[config.mk]
export PLATFORM = sky130hd
export DESIGN_NAME = imem_port_arbiter
export DESIGN_NICKNAME = d
export VERILOG_FILES = /design/src/rtl/imem_port_arbiter.sv
export SDC_FILE = /design/constraint.sdc
export NUM_CORES = 1
export LEC_CHECK = 0
export CAP_MARGIN = 20
export CORE_UTILIZATION = 43
export DETAILED_ROUTE_END_ITERATION = 16
export GPL_TIMING_DRIVEN = 1
export PLACE_DENSITY = 0.8
export SLEW_MARGIN = 20
export SYNTH_ARGS = -nofsm -noshare
export SYNTH_HDL_FRONTEND = slang
export SYNTH_SLANG_ARGS = --single-unit
[constraint.sdc]
create_clock -name clk -period 2.22 [get_ports clk]
set_input_delay 0.444 -clock clk [delete_from_list [all_inputs] [get_ports clk]]
set_output_delay 0.444 -clock clk [all_outputs]
set_load 0.01 [all_outputs]
[src/rtl/imem_port_arbiter.sv]
// Arbitrates one single-ported memory between instruction fetch and load/store.
// mem_rdata is expected MEM_LAT cycles after mem_en, counting the mem_en cycle as the first.
module imem_port_arbiter #(
  parameter int ADDR_W     = 32,
  parameter int DATA_W     = 32,
  parameter int MEM_LAT    = 2,
  parameter int STARVE_MAX = 4
) (
  input  logic                clk,
  input  logic                rst_n,
  input  logic                if_req,
  input  logic [ADDR_W-1:0]   if_addr,
  input  logic                if_flush,
  output logic                if_gnt,
  output logic                if_rvalid,
  output logic [DATA_W-1:0]   if_rdata,
  input  logic                ls_req,
  input  logic                ls_we,
  input  logic [DATA_W/8-1:0] ls_be,
  input  logic [ADDR_W-1:0]   ls_addr,
  input  logic [DATA_W-1:0]   ls_wdata,
  output logic                ls_gnt,
  output logic                ls_rvalid,
  output logic [DATA_W-1:0]   ls_rdata,
  output logic                mem_en,
  output logic                mem_we,
  output logic [DATA_W/8-1:0] mem_be,
  output logic [ADDR_W-1:0]   mem_addr,
  output logic [DATA_W-1:0]   mem_wdata,
  input  logic [DATA_W-1:0]   mem_rdata,
  output logic                busy
);

  typedef enum logic [1:0] {IDLE, ISSUE, WAIT, RESP} state_t;
  typedef enum logic [1:0] {OWN_NONE, OWN_IF, OWN_LS} owner_t;

  localparam logic [3:0] LAT_LOAD   = 4'(MEM_LAT - 1);
  localparam logic [3:0] STARVE_LIM = 4'(STARVE_MAX);

  state_t     state;
  owner_t     owner;
  logic       store_q;
  logic       flush_pend;
  logic [3:0] lat_cnt;
  logic [3:0] starve_cnt;

  logic if_wins;
  logic enter_resp;
  logic flush_hit;

  // Fetch takes the port when load/store is idle or has used up its starvation budget.
  assign if_wins    = if_req && (!ls_req || (starve_cnt == STARVE_LIM));
  assign enter_resp = ((state == ISSUE) && (MEM_LAT == 1)) ||
                      ((state == WAIT) && (lat_cnt == 4'd1));
  assign flush_hit  = if_flush && (owner == OWN_IF) && (state != IDLE);

  // NOTE: async reset clears every register here; all state is plain flops, no memory arrays.
  always_ff @(posedge clk or negedge rst_n) begin
    if (!rst_n) begin
      state      <= IDLE;
      owner      <= OWN_NONE;
      store_q    <= 1'b0;
      flush_pend <= 1'b0;
      lat_cnt    <= '0;
      starve_cnt <= '0;
      if_gnt     <= 1'b0;
      if_rvalid  <= 1'b0;
      if_rdata   <= '0;
      ls_gnt     <= 1'b0;
      ls_rvalid  <= 1'b0;
      ls_rdata   <= '0;
      mem_en     <= 1'b0;
      mem_we     <= 1'b0;
      mem_be     <= '0;
      mem_addr   <= '0;
      mem_wdata  <= '0;
      busy       <= 1'b0;
    end else begin
      // NOTE: non-blocking everywhere so every branch sees this cycle's values, not updated ones.
      if_gnt    <= 1'b0;
      ls_gnt    <= 1'b0;
      mem_en    <= 1'b0;
      if_rvalid <= 1'b0;
      ls_rvalid <= 1'b0;
      if (flush_hit) flush_pend <= 1'b1;

      unique case (state)
        IDLE: begin
          owner      <= OWN_NONE;
          flush_pend <= 1'b0;
          if (if_req || ls_req) begin
            state  <= ISSUE;
            busy   <= 1'b1;
            mem_en <= 1'b1;
            if (if_wins) begin
              owner      <= OWN_IF;
              if_gnt     <= 1'b1;
              store_q    <= 1'b0;
              mem_we     <= 1'b0;
              mem_be     <= '1;
              mem_addr   <= if_addr;
              mem_wdata  <= '0;
              starve_cnt <= '0;
            end else begin
              owner     <= OWN_LS;
              ls_gnt    <= 1'b1;
              store_q   <= ls_we;
              mem_we    <= ls_we;
              mem_be    <= ls_we ? ls_be : '1;
              mem_addr  <= ls_addr;
              mem_wdata <= ls_wdata;
              if (if_req && (starve_cnt != STARVE_LIM)) starve_cnt <= starve_cnt + 4'd1;
            end
          end
        end
        ISSUE: begin
          lat_cnt <= LAT_LOAD;
          state   <= (MEM_LAT == 1) ? RESP : WAIT;
        end
        WAIT: begin
          lat_cnt <= lat_cnt - 4'd1;
          if (lat_cnt == 4'd1) state <= RESP;
        end
        RESP: begin
          state      <= IDLE;
          busy       <= 1'b0;
          flush_pend <= 1'b0;
        end
        default: state <= IDLE;
      endcase

      // A flush seen up to the capture edge (including this cycle) suppresses the response.
      if (enter_resp) begin
        if (owner == OWN_IF) begin
          if_rvalid <= !(flush_pend || flush_hit);
          if_rdata  <= mem_rdata;
        end else begin
          ls_rvalid <= 1'b1;
          ls_rdata  <= store_q ? '0 : mem_rdata;
        end
      end
    end
  end

endmodule
==> metrics.yaml <==
synth:
  syn_nets: 745
  async_flop_share: 1.00
  synth_area_um2: 6730
  synthTopCellsByArea: "dfrtp_1, nand2_1, mux2_4, mux2_2, o211ai_1"
  yosys_warnings: 0
  yosysTopAreaCell: "dfrtp_1"
  synth_edf_count: 0
  synth_top_area_frac: 0.565
  synth_cell_types: 39
  syn_avg_cell_area_um2: 11.2
  synth-seq-cells: 152
  netlist_instances: 599
  yosysSeqAreaShare: 0.565
  synth_top_flop_cell: "dfrtp_1"
floorplan:
  io_pins: 277
  fp.dieH_um: 127
  rows: 45
  core_um2: 15300
  die-area_um2: 16200
  initial_utilization: 0.441
  dieWidth_um: 127
drt:
  drc: 0
  routed-via-count: 5548
  first_iter_violations: 335
  drt-total-wl_mm: 18.5
  routed_via_density: 5.06
  wl_per_cell_um: 16.9
  ant_nets: 0
  dr.pass1.iters: 4
clock_network:
  clk_latency_ns: 0.42
  cts.sinks: 152
  clk_pin_slew_ns: 0.07
  ctsHoldBuffers: 1
  root_buffer: "clkbuf_16"
  cts_setup_buffers: 0
  cts-resized-gates: 0
  cts_tree: "done"
  cts_buffers: 17
  htreeDepth: 4
  cts.path.max_buffers: 2
power:
  p_leak_nw: 4.43
  ir_worst_vdd_mv: 0.661
  pwr_density_cell_nw_per_um2: 1400
finish:
  layout-drive-gt1-share: 0.144
  fill_cells: 1155
  finalNetCount: 1018
  seq_area_um2: 3800
  layout_commonest_cell: "clkdlybuf4s50_1"
  final_cell_mix: "clkdlybuf4s50_1, dfrtp_1, nand2_1"
  syn_to_final_growth_pct: 53.5
  antennaDiodeCount: 0
  multiInputGateArea_um2: 2640
grt:
  grt_pass1_wl_mm: 29.7
  grt_max_degree: 51
  grt-ovfl-total: 0
  antenna_found_initial: 0
  grt.total_usage: 0.239
  grt_pass1_vias: 5634
setup_path:
  worstSetupPathType: "reg -> out"
  crit_chain: "clkdlybuf4s50_1"
  path_delay_family: "buffers and inverters"
  slowest_stage: "clkdlybuf4s50_1"
  crit_required_ns: 1.78
  cpPeakStageDelay_ns: 0.56
  crit_buf_inv: 1
  cp-end-kind: "primary output"
  crit_path_start_kind: "flop"
  worstPathArrival_ns: 1.39
  crit_fanout: 2
job:
  drv_cap: 0
worst_hold_path:
  min_path_type: "reg -> reg"
timing:
  finalMaxSlewViolations: 0
  rsz0062_at_grt: "no"
  worstMarginPinSlew_ns: 0.473
  finalSetupViolCount: 0
  slew_headroom: 0.685
  min_period_ns: 1.84
  skew_ns: 0.00902
  timing.fmax_mhz: 544
  fin_crit_sh: 0.827
  hold_viol: 0
  setup_slack_ns: 0.383
  tns_ns: 0
placed_design:
  dp_slack_ns: 0.247
  place.gp.congestion: 0.797
  dp_hpwl_mm: 13.3
  io_buffers: 276
outcome:
  status: "finished, final reports clean"
## layout make-up
class | instances | area share
clock buffer | 18 | 0.0416
multi-input combinational | 392 | 0.256
sequential | 152 | 0.368
timing repair buffer | 297 | 0.293
inverter | 12 | 0.00436
tap | 211 | 0.0256
clock inverter | 14 | 0.0111
## layer usage
| layer | wire length (µm) | vias to the layer above | GRT usage |
|---|---|---|---|
| li1 | - | 2609 | - |
| met1 | 7630 | 2686 | 0.294 |
| met2 | 9150 | 227 | 0.395 |
| met3 | 1390 | 26 | 0.0733 |
| met4 | 350 | 0 | 0.0896 |
| met5 | 0 | - | 0 |
## cell families (layout without fill, tap and decap cells)
| logic type | count (synthesis) | after routing | share of synthesized area |
|---|---|---|---|
| AO/OA/AOI/OAI | 85 | 85 | 0.0811 |
| adder cells (fa/ha/maj) | 8 | 8 | 0.0149 |
| buffers and inverters | 55 | 341 | 0.0444 |
| flip-flops | 152 | 152 | 0.565 |
| multiplexers | 70 | 70 | 0.133 |
| AND/OR/NAND/NOR | 229 | 229 | 0.161 |
## where the power goes
group          internal (mW)  switching (mW)
sequential              4.08           0.739
combinational           3.97            2.97
clock                   1.45            1.22
total                   9.50            4.92
## Yosys cell counts, types with 3 or more instances
| library cell | n |
|---|---|
| nor2b_1 | 35 |
| o211ai_1 | 32 |
| o21ai_0 | 33 |
| nand3_1 | 3 |
| mux2i_1 | 3 |
| buf_12 | 3 |
| buf_6 | 4 |
| inv_1 | 11 |
| a22o_1 | 3 |
| mux2_2 | 38 |
| nor2_1 | 11 |
| a31oi_1 | 5 |
| mux2_4 | 29 |
| nand2_1 | 135 |
| buf_2 | 9 |
| clkbuf_1 | 25 |
| dfrtp_1 | 152 |
| ha_1 | 8 |
| nand4_1 | 32 |
| o21ai_1 | 4 |
## path summary, 6_finish.rpt
kind	start	end	slack [ns]	depth (start not counted)
setup reg to reg	state[0]	ls_rdata[0]	0.40	6
hold / removal	flush_pend	flush_pend	0.47	2
min in group asynchronous	rst_n	ls_rdata[5]	0.54	2
max in group asynchronous	rst_n	mem_addr[27]	1.06	3
hold reg to reg	flush_pend	flush_pend	0.47	2
setup / recovery	mem_addr[16]	mem_addr[16]	0.38	1
## through the flow
stage                util  instances  hold slack, ns  total power [mW]  cell area [µm²]
floorplan               -        599           0.148              8.37             6730
global placement    0.640       1063           0.418              11.7             9770
detailed placement  0.640       1063           0.419              11.9             9770
CTS                 0.677       1096           0.479              14.6            10300
global route        0.677       1096           0.504              15.3            10300
finish              0.677       1096           0.472              14.4            10300
## registers in the layout, summed over array words and instances, names as in the netlist, 4 cells and up
name and count:
if_rdata 32, lat_cnt 4, ls_rdata 32, mem_addr 32, mem_be 4, mem_wdata 32
starve_cnt 4
Power figures use the tool's default switching activity.
